<file path="src/rtl/pll_reset_sequencer.sv">
// Qualifies the raw PLL lock on the PLL output clock and releases core, then peripheral, reset.
// Optional saturating lock-loss counter enabled by defining PLL_LOCK_LOSS_COUNT_EN.
module pll_reset_sequencer #(
    parameter int STABLE_CYCLES   = 1024,
    parameter int PERIPH_DELAY    = 16,
    parameter int SOFT_RST_CYCLES = 32
) (
    input  logic       clk,
    input  logic       rst,
    input  logic       pll_lock,
    input  logic       soft_rst_req,
    output logic       core_rst,
    output logic       periph_rst,
    output logic       clk_ready,
    output logic [7:0] lock_loss_cnt
);

    localparam int MAX_AB  = (STABLE_CYCLES > PERIPH_DELAY) ? STABLE_CYCLES : PERIPH_DELAY;
    localparam int MAX_CYC = (MAX_AB > SOFT_RST_CYCLES) ? MAX_AB : SOFT_RST_CYCLES;
    localparam int CNT_W   = $clog2(MAX_CYC) + 1;

    localparam logic [CNT_W-1:0] STABLE_LAST = CNT_W'(STABLE_CYCLES - 1);
    localparam logic [CNT_W-1:0] PERIPH_LAST = CNT_W'(PERIPH_DELAY - 1);
    localparam logic [CNT_W-1:0] SOFT_LAST   = CNT_W'(SOFT_RST_CYCLES - 1);

    typedef enum logic [2:0] {
        ST_HOLD,
        ST_WAIT,
        ST_CORE_UP,
        ST_RUN,
        ST_SOFT
    } state_t;

    function automatic logic [7:0] sat_inc8(input logic [7:0] v);
        return (v == 8'hFF) ? v : v + 8'd1;
    endfunction

    logic             lock_p0;
    logic             lock_sync;
    state_t           state;
    state_t           state_nxt;
    logic [CNT_W-1:0] cnt;
    logic [CNT_W-1:0] cnt_nxt;
    logic             core_rst_nxt;
    logic             periph_rst_nxt;
    logic             clk_ready_nxt;

    always_ff @(posedge clk or posedge rst) begin
        if (rst) begin
            lock_p0    <= 1'b0;
            lock_sync  <= 1'b0;
            state      <= ST_HOLD;
            cnt        <= '0;
            core_rst   <= 1'b1;
            periph_rst <= 1'b1;
            clk_ready  <= 1'b0;
        end else begin
            lock_p0    <= pll_lock;
            lock_sync  <= lock_p0;
            state      <= state_nxt;
            cnt        <= cnt_nxt;
            core_rst   <= core_rst_nxt;
            periph_rst <= periph_rst_nxt;
            clk_ready  <= clk_ready_nxt;
        end
    end

    // Lock loss outranks soft requests and counter expiry in every post-qualification state.
    always_comb begin
        state_nxt = state;
        cnt_nxt   = cnt;
        unique case (state)
            ST_HOLD: begin
                cnt_nxt = '0;
                if (lock_sync) state_nxt = ST_WAIT;
            end
            ST_WAIT: begin
                if (!lock_sync) begin
                    state_nxt = ST_HOLD;
                    cnt_nxt   = '0;
                end else if (cnt == STABLE_LAST) begin
                    state_nxt = ST_CORE_UP;
                    cnt_nxt   = '0;
                end else begin
                    cnt_nxt = cnt + CNT_W'(1);
                end
            end
            ST_CORE_UP: begin
                if (!lock_sync) begin
                    state_nxt = ST_HOLD;
                    cnt_nxt   = '0;
                end else if (cnt == PERIPH_LAST) begin
                    state_nxt = ST_RUN;
                    cnt_nxt   = '0;
                end else begin
                    cnt_nxt = cnt + CNT_W'(1);
                end
            end
            ST_RUN: begin
                cnt_nxt = '0;
                if (!lock_sync) begin
                    state_nxt = ST_HOLD;
                end else if (soft_rst_req) begin
                    state_nxt = ST_SOFT;
                end
            end
            ST_SOFT: begin
                if (!lock_sync) begin
                    state_nxt = ST_HOLD;
                    cnt_nxt   = '0;
                end else if (cnt == SOFT_LAST) begin
                    state_nxt = ST_CORE_UP;
                    cnt_nxt   = '0;
                end else begin
                    cnt_nxt = cnt + CNT_W'(1);
                end
            end
            default: begin
                state_nxt = ST_HOLD;
                cnt_nxt   = '0;
            end
        endcase

        core_rst_nxt   = !((state_nxt == ST_CORE_UP) || (state_nxt == ST_RUN));
        periph_rst_nxt = (state_nxt != ST_RUN);
        clk_ready_nxt  = (state_nxt == ST_RUN);
    end

`ifdef PLL_LOCK_LOSS_COUNT_EN
    logic lock_lost;

    assign lock_lost = !lock_sync &&
                       ((state == ST_CORE_UP) || (state == ST_RUN) || (state == ST_SOFT));

    always_ff @(posedge clk or posedge rst) begin
        if (rst) begin
            lock_loss_cnt <= 8'd0;
        end else if (lock_lost) begin
            lock_loss_cnt <= sat_inc8(lock_loss_cnt);
        end
    end
`else
    assign lock_loss_cnt = 8'd0;
`endif

endmodule

</file>
<file path="config.mk">
export PLATFORM = sky130hd
export DESIGN_NAME = pll_reset_sequencer
export DESIGN_NICKNAME = d
export VERILOG_FILES = /design/src/rtl/pll_reset_sequencer.sv
export SDC_FILE = /design/constraint.sdc
export NUM_CORES = 1
export LEC_CHECK = 0
export ABC_CLOCK_PERIOD_IN_PS = 3730
export CAP_MARGIN = 20
export CORE_MARGIN = 2
export CORE_UTILIZATION = 55
export DETAILED_ROUTE_END_ITERATION = 6
export PLACE_DENSITY = 0.8
export SYNTH_ARGS = -nofsm -noshare
export SYNTH_HDL_FRONTEND = slang
export SYNTH_SLANG_ARGS = --single-unit
</file>
<file path="constraint.sdc">
create_clock -name clk -period 3.73 [get_ports clk]
set_clock_uncertainty 0.15 [all_clocks]
set_input_delay 0.746 -clock clk [delete_from_list [all_inputs] [get_ports clk]]
set_output_delay 0.746 -clock clk [all_outputs]
set_load 0.005 [all_outputs]
</file>
==> flow_metrics.tcl <==
set metrics [dict create \
    areaGrowthSynthToFinish_pct 4.73 \
    wl_per_cell_um 13.3 \
    finish.instance_area_mm2 0.00116 \
    multi_input_area_um2 552 \
    relSlewSlack_pct 54.2 \
    fin_crit_sh_pct 59.4 \
    ctsHtreeMaxLevel 1 \
    io_buffer_count 6 \
    core_mm2 0.00194 \
    diodes 0 \
    yosysUniqueCellTypes 42 \
    cp_max_fo 1 \
    critical_path_buf_inv_count 1 \
    crit_slowest_cell "dfstp_2" \
    final_nets 115 \
    rsz0062_at_grt "false" \
    grt-ovfl-total 0 \
    ant_nets 0 \
    cts_buffers 3 \
    placed_area_mm2 0.00113 \
    max_stage_delay_ps 530 \
    setup_tns_ps 0 \
    clk-insertion-delay-late_ps 300 \
    fp.dieW_um 48.9 \
    cp.required_ps 2830 \
    yosys.area.top_type "dfrtp_1" \
    synth.yosys.seq_area_share_pct 43.1 \
    layout_commonest_cell "dfrtp_1" \
    grt_pass1_wl_um 3100 \
    fin_util_pct 59.9 \
    setup_slack_ps 1510 \
    critPathTopFamily "flip-flops" \
    status "finished, final reports clean" \
    cts_resized 0 \
    p_sw_share_pct 23.2 \
    cts.sinks 19 \
    grt_max_degree 20 \
    via_count 760 \
    synth_top_area_share_pct 38.3 \
    layout_common_cells "dfrtp_1 (17), conb_1 (8), nand3_1 (6), a21oi_2 (6), clkdlybuf4s50_1 (6)" \
    ff2ff_path_depth 5 \
    fmax_ghz 0.451 \
    hold_class "flip-flop to flip-flop" \
    cts_buffer_depth 2 \
    p_leak_nw 0.468 \
    p_seq_share_pct 63.7 \
    dp_slack_ps 1630 \
    die_h_um 48.9 \
    via_per_inst 5.59 \
    die-area_mm2 0.00239 \
    min_from "lock_p0$_DFF_PP0_" \
    gp_congestion 0.764 \
    worst-slew-pin-transition_ps 686 \
    peakVddDrop_v 0.000236 \
    gr-usage-all-layers_pct 17.3 \
    crit_path_end_kind "output pin" \
    synthFlopType "dfrtp_1" \
    antenna_found_initial 0 \
    drtPass1Iterations 4 \
    worstReg2RegStart "cnt[0]$_DFF_PP0_" \
    ys_top_cells_by_area "dfrtp_1 (38%), buf_4 (5.4%), dfstp_2 (4.7%), a21oi_2 (4.7%), xnor2_1 (3.9%)" \
    max-cap-violations 0 \
    dpl.hpwl_um 1340 \
    synth_seq_cells 19 \
    post-cts-setup-buffers 0 \
    hold-path-cell-count 0 \
    postSynth.asyncResetShare_pct 100 \
    switching_power_mw 0.0772 \
    wl_um 1810 \
    drive_above_1_share_pct 17.4 \
    yosysWarnings 0 \
    pin_count 15 \
    timing.final.crit_period_ps 2220 \
    path_cells "clkdlybuf4s50_1" \
    worstSetupPathType "flip-flop to output pin" \
    hold_buffers 0 \
    instances_no_fill 136 \
    intPower_mw 0.256 \
    power.share.clock_pct 30.7 \
    power_frac_comb_pct 5.6 \
    slew_violations 0 \
    grt_pass1_vias 694 \
    cts_tree "built" \
    syn_area_mm2 0.00111 \
    n_fill_cell 167 \
    drc 0 \
    avgSynthCellArea_um2 10.6 \
    path_depth 1 \
    register_area_um2 478 \
    cp-start-kind "flip-flop" \
    synth-edff-count 0 \
    power_density_mw_per_mm2 286 \
    final-setup-viol-count 0 \
    crit_arrival_ps 1320 \
    core.rowCount 16 \
    root_buffer "clkbuf_4" \
    critPathLaunch "periph_rst$_DFF_PP1_" \
    path_clk_slew_ps 100 \
    start_util_pct 57.2 \
    dp_cells 132 \
    drt_iter0_markers 15 \
    finalHoldViolCount 0 \
    synth_cells 105 \
]
[per-stage QoR]
step | hold WS, ps | total power, mW
final | 210 | 0.333
after global routing | 229 | 0.356
after global placement | 183 | 0.234
after CTS | 215 | 0.340
after floorplan | 181 | 0.235
after detailed placement | 189 | 0.235
[flip-flops by register name (all words and copies together), names as in the netlist]
| name | count |
|---|---|
| clk_ready | 1 |
| core_rst | 1 |
| cnt | 11 |
| periph_rst | 1 |
| lock_p0 | 1 |
| lock_sync | 1 |
| state | 3 |
[kinds of logic (layout without fill, tap and decap cells)]
family / after synthesis / in the layout / synth area share [%]
AND/OR/NAND/NOR: 38 / 38 / 23.5
AO/OA/AOI/OAI: 20 / 20 / 14.5
flip-flops: 19 / 19 / 43.1
buffers and inverters: 16 / 13 / 9.58
XOR/XNOR: 10 / 10 / 7.89
adder cells (fa/ha/maj): 1 / 1 / 1.13
other: 1 / 8 / 0.338
[worst paths after layout]
| kind | end | slack [ps] |
|---|---|---|
| worst max-delay path | periph_rst | 1510 |
| max in group asynchronous | cnt[10]$_DFF_PP0_ | 2310 |
| min in group asynchronous | lock_sync$_DFF_PP0_ | 690 |
| worst min register to register | lock_sync$_DFF_PP0_ | 210 |
| worst min-delay path | lock_sync$_DFF_PP0_ | 210 |
| worst max register to register | cnt[0]$_DFF_PP0_ | 1610 |
[layout make-up]
class	instances	area share, %
Multi-Input combinational cell	77	47.5
Clock buffer	3	1.94
Sequential cell	19	41.1
Clock inverter	1	0.431
Inverter	3	0.969
Timing Repair Buffer	6	5.17
Tap cell	27	2.91
[synth_stat cells (2+ instances only)]
master	number
a21boi_2	2
a21oi_2	6
and3_1	3
and4_1	2
buf_4	8
buf_6	2
clkbuf_1	2
dfrtp_1	17
dfstp_2	2
inv_1	3
nand2_1	5
nand3_1	6
nand4_1	4
nor2_1	2
nor2b_1	3
nor3b_1	2
o21ai_0	3
xnor2_1	5
xor2_1	5
[layer usage]
layer / wire length [um] / GRT usage (%) / up-vias
li1: - / - / 369
met1: 798 / 22.9 / 370
met2: 889 / 26.7 / 16
met3: 81 / 3.37 / 5
met5: 0 / 0 / -
met4: 43 / 9.52 / 0
[power by group through the flow]
| stage | Sequential [mW] | Combinational (mW) | Clock [mW] |
|---|---|---|---|
| floorplan | 0.214 | 0.0211 | 0 |
| global placement | 0.216 | 0.0182 | 0 |
| detailed placement | 0.216 | 0.0186 | 0 |
| CTS | 0.212 | 0.0188 | 0.109 |
| global route | 0.213 | 0.0215 | 0.122 |
| finish | 0.212 | 0.0185 | 0.102 |
Power figures use the tool's default switching activity.
==> RTL edit 1, RTL diff (config.mk and constraints unchanged) <==
Add a define of `PLL_LOCK_LOSS_COUNT_EN`.
--- a/src/rtl/pll_reset_sequencer.sv
+++ b/src/rtl/pll_reset_sequencer.sv
@@ -1,4 +1,6 @@
 // Qualifies the raw PLL lock on the PLL output clock and releases core, then peripheral, reset.
 // Optional saturating lock-loss counter enabled by defining PLL_LOCK_LOSS_COUNT_EN.
+`define PLL_LOCK_LOSS_COUNT_EN
+
 module pll_reset_sequencer #(
     parameter int STABLE_CYCLES   = 1024,
Function: same outputs for any inputs over 10 cycles, from zero or initial values and one cycle with rst high; that may be too few to reach the edited logic, so the function may still have changed.
==> RTL edit 1 against the unedited design <==
Clock power rose by 23%. Global-route usage rose by 3.8 points. Sequential cell count up 8. Wire length up 48%. Register-to-register slack worse by 0.03 ns. Count of clock-buffer cells in the layout up 1. Power up 34%. Sequential power is 42% higher. Synthesized cell count grew 17%. Cell area up 37%. Sequential share of layout area rose by 1.6 points. Setup slack got worse by 0.054 ns. Synthesized area increased by 24%. Critical endpoint is now lock_loss_cnt[2].
==> RTL edit 1: results (changes against the unedited design) <==
FILLERS=200  # was 167
CLK_PIN_SLEW_NS=0.14  # was 0.10 ns
PLACE.GP.CONGESTION=0.774  # was 0.764
POST-DP-HPWL_MM=2.01  # was 1.34 mm
FIN_CELLS=167  # was 136
WORST_SKEW_LATE_LATENCY_NS=0.32  # was 0.30 ns
GROUTE.USAGE.OVERALL=0.211  # was 0.173
CRITICAL_PATH.SLOWEST_CELL='sky130_fd_sc_hd__clkdlybuf4s50_1'  # was sky130_fd_sc_hd__dfstp_2
FINALNETCOUNT=144  # was 115
MAX_STAGE_DELAY_NS=0.55  # was 0.53 ns
SYNTH.NET_COUNT=129
GRT_MAX_DEGREE=28  # was 20
YS_DOMINANT_REG_CELL='sky130_fd_sc_hd__dfrtp_1'  # unchanged
PLACEDCELLCOUNT=162  # was 132
AVGVIACOUNTPERCELL=5.93  # was 5.59
DETAILEDROUTE.FIRSTITERATIONVIOLATIONS=24  # was 15
CTS_REPAIR_RESIZED_INSTS=0  # unchanged
REGISTERS_WITH_THE_HIGHEST_FLIP_FLOP_COUNTS='cnt x11, lock_loss_cnt x8, state x3'  # was cnt x11, state x3
POST_SYNTH_MAIN_AREA_CONTRIBUTORS='sky130_fd_sc_hd__dfrtp_1, sky130_fd_sc_hd__xor2_1, sky130_fd_sc_hd__xnor2_1'  # was sky130_fd_sc_hd__dfrtp_1, sky130_fd_sc_hd__buf_4, sky130_fd_sc_hd__dfstp_2
NETLIST_TOP_CELLS_COUNT='sky130_fd_sc_hd__dfrtp_1, sky130_fd_sc_hd__a21oi_1, sky130_fd_sc_hd__nand3_1'  # was sky130_fd_sc_hd__dfrtp_1, sky130_fd_sc_hd__buf_4, sky130_fd_sc_hd__a21oi_2, sky130_fd_sc_hd__nand3_1
WORST_SLEW_MARGIN_REL=0.462  # was 0.542
SYNTHDISTINCTLIBCELLS=36  # was 42
FINAL_LAYOUT_SIZE_SUFFIX_GT1_FRAC=0.0803  # was 0.174
IO_BUFFERS=14  # was 6
POSTSYNTHCELLCOUNT=123  # was 105
TOP_FANOUT_VALUE_ON_THE_CRITICAL_PATH=7  # was 1
SYNTH_LARGEST_TYPE_AREA_FRACTION=0.454  # was 0.383
LEAKAGE_nW=0.651  # was 0.468 nW
GRT_PASS1_VIAS=944  # was 694
OUTCOME='finished clean'  # unchanged
TOTALWIRELENGTH_MM=2.68  # was 1.81 mm
GRT_PASS1_WL_MM=4.44  # was 3.10 mm
CRIT_FAMILY='buffers and inverters'  # was flip-flops
CRITICAL_PATH_ARRIVAL_NS=1.37  # was 1.32 ns
YOSYSSEQAREASHARE=0.492  # was 0.431
WORST_IR_DROP_ON_VDD_mV=0.207  # was 0.236 mV
==> RTL edit 1: path summary, 6_finish.rpt <==
kind	from	slack [ns]	to	depth (start not counted)
worst min register to register	lock_p0$_DFF_PP0_	0.23	lock_sync$_DFF_PP0_	0
worst max-delay path	lock_loss_cnt[2]$_DFFE_PP0P_	1.46	lock_loss_cnt[2]	1
worst max register to register	cnt[5]$_DFF_PP0_	1.58	cnt[1]$_DFF_PP0_	4
max in group asynchronous	rst	2.55	core_rst$_DFF_PP1_	3
min in group asynchronous	rst	0.44	lock_loss_cnt[5]$_DFFE_PP0P_	2
worst min-delay path	lock_p0$_DFF_PP0_	0.23	lock_sync$_DFF_PP0_	0
==> RTL edit 1: through the flow <==
stage / setup WS [ns] / area (µm²) / hold slack [ns] / utilization
after global routing: 1.40 / 1590 / 0.234 / 0.653
after CTS: 1.46 / 1560 / 0.232 / 0.641
final: 1.46 / 1590 / 0.226 / 0.653
after detailed placement: 1.57 / 1530 / 0.200 / 0.631
after floorplan: 1.85 / 1380 / 0.181 / -
after global placement: 1.63 / 1530 / 0.191 / 0.631
==> RTL edit 1: kinds of logic after synthesis <==
kind of cell,share of synthesized area
DFF,0.492
and+or+nand+nor,0.215
buffers and inverters,0.0236
xor gates and xnor gates,0.0954
adders and majority gates,0.0182
muxes,0.0154
AOI/OAI and AO/OA,0.140
==> RTL edit 1: metal layers <==
metal | track usage | vias to the layer above | routed length, µm
li1 | - | 486 | -
met1 | 0.282 | 475 | 1230
met2 | 0.341 | 28 | 1320
met3 | 0.0361 | 2 | 115
met4 | 0.0792 | 0 | 20
met5 | 0 | - | 0
==> RTL edit 1: final cells by class <==
cell class	count	area (µm²)	share of cell area
flip-flops and latches	27	678	0.427
multi-input cells	88	667	0.420
repair buffers	15	168	0.106
well taps	30	37.5	0.0236
clock buffers	4	26.3	0.0165
inverters	3	11.3	0.00709
==> RTL edit 1: power by group <==
group          internal, mW  switching, mW
Combinational       0.00912         0.0120
Sequential            0.295        0.00428
Clock                0.0418         0.0830
==> RTL edit 2, RTL diff (same settings) <==
Without the edit above. The 5 states of `state_t` get a one-hot encoding in 5 bits.
--- a/src/rtl/pll_reset_sequencer.sv
+++ b/src/rtl/pll_reset_sequencer.sv
@@ -24,10 +24,10 @@
     localparam logic [CNT_W-1:0] SOFT_LAST   = CNT_W'(SOFT_RST_CYCLES - 1);
 
-    typedef enum logic [2:0] {
-        ST_HOLD,
-        ST_WAIT,
-        ST_CORE_UP,
-        ST_RUN,
-        ST_SOFT
+    typedef enum logic [4:0] {
+        ST_HOLD    = 5'b00001,
+        ST_WAIT    = 5'b00010,
+        ST_CORE_UP = 5'b00100,
+        ST_RUN     = 5'b01000,
+        ST_SOFT    = 5'b10000
     } state_t;
 
Formal check against the unedited RTL: no difference found for any inputs over 10 cycles, from zero or initial values and one cycle with rst high; not proved beyond that.
==> RTL edit 2 against the unedited design <==
Sequential cell count up 2. Global-route usage up 0.36 points. Maximum frequency down 0.78%. Synthesized area up 8.9%. Clock power up 7%. Combinational power up 83%. First-iteration DRC count up 67%. Power up 15%. Setup slack worse by 0.017 ns. Cell area up 9.9%. Hold slack about the same. Critical path depth unchanged. Count of clock-buffer cells in the layout unchanged. Wire length up 5.2%. Highest routed layer unchanged.
==> RTL edit 2: results (changes against the unedited design) <==
CELL_AREA_PLACED_UM2=1250  # was 1130 µm²
ROUTE.LAYER.MET1.WL_UM=916  # was 798 µm
FMAX_GHz=0.448  # was 0.451 GHz
CRIT_START='core_rst$_DFF_PP1_'  # was periph_rst$_DFF_PP1_
VIA_COUNT=814  # was 760
RR_WORST_DEPTH=6  # was 5
AVGVIACOUNTPERCELL=5.46  # was 5.59
POSTSYNTHCELLCOUNT=116  # was 105
PLACEDCELLCOUNT=145  # was 132
SWITCHING_SHARE=0.250  # was 0.232
OUTCOME='finished clean'  # unchanged
POST-DP-HPWL_MM=1.43  # was 1.34 mm
ROUTED-WL-MET3_UM=79  # was 81 µm
GRT_USE_MET1=0.240  # was 0.229
CRITICAL_PATH.ENDPOINT='core_rst'  # was periph_rst
REGISTERS_WITH_THE_HIGHEST_FLIP_FLOP_COUNTS='cnt x11, state x5'  # was cnt x11, state x3
PLACE.GP.CONGESTION=0.836  # was 0.764
LEAKAGE_nW=0.517  # was 0.468 nW
WL_PER_CELL_UM=12.8  # was 13.3 µm
CLK_PIN_SLEW_NS=0.12  # was 0.10 ns
COMB-POWER_uW=33.8  # was 18.5 µW
FINALNETCOUNT=128  # was 115
GROUTE.USAGE.OVERALL=0.177  # was 0.173
WHS_NS=0.210  # about the same
GRT_PASS1_VIAS=764  # was 694
NETLIST_TOP_CELLS_COUNT='sky130_fd_sc_hd__dfrtp_1, sky130_fd_sc_hd__nor2_2, sky130_fd_sc_hd__buf_4'  # was sky130_fd_sc_hd__dfrtp_1, sky130_fd_sc_hd__buf_4, sky130_fd_sc_hd__a21oi_2, sky130_fd_sc_hd__nand3_1
WORST_SLEW_PIN_SLEW_NS=0.748  # was 0.686 ns
POST_SYNTH_MAIN_AREA_CONTRIBUTORS='sky130_fd_sc_hd__dfrtp_1, sky130_fd_sc_hd__dfstp_2, sky130_fd_sc_hd__buf_4'  # was sky130_fd_sc_hd__dfrtp_1, sky130_fd_sc_hd__buf_4, sky130_fd_sc_hd__dfstp_2
MET2_WIRELENGTH_UM=897  # was 889 µm
WORST_IR_DROP_ON_VDD_mV=0.314  # was 0.236 mV
FINAL_LAYOUT_SIZE_SUFFIX_GT1_FRAC=0.238  # was 0.174
PRECTSSETUPSLACK_NS=1.55  # was 1.63 ns
GRT_PASS1_WL_MM=3.43  # was 3.10 mm
WORST-R2R-SETUP-SLACK_NS=1.69  # was 1.61 ns
CRITICAL_PATH_ARRIVAL_NS=1.34  # was 1.32 ns
DETAILEDROUTE.FIRSTITERATIONVIOLATIONS=25  # was 15
==> RTL edit 2: cell types whose count changed in the layout (fill, tap and decap cells not counted), sizes merged, moves of 2 or more <==
cell	unedited run	this run
nand4	4	2
nor2b	3	5
and4	4	0
nand3b	0	3
o31a	0	2
a21oi	7	3
nor3	0	5
nor2	2	14
o21ai	3	5
a41o	0	2
==> RTL edit 2: final cells by class <==
| cell class | count | area (µm²) |
|---|---|---|
| clock buffers | 3 | 22.5 |
| clock inverters | 1 | 7.51 |
| fillers | 181 | 744 |
| inverters | 2 | 7.51 |
| multi-input cells | 89 | 617 |
| flip-flops and latches | 21 | 529 |
| well taps | 27 | 33.8 |
| repair buffers | 6 | 60.1 |
==> RTL edit 2: cell families (layout without fill, tap and decap cells) <==
kind of cell,Yosys count,after routing,share of synthesized area
xor+xnor,9,9,0.0652
flops,21,21,0.438
buf+inv,13,12,0.0735
compound gates,19,19,0.133
other cells,1,8,0.00310
fa+ha+maj,1,1,0.0104
simple gates,52,52,0.277
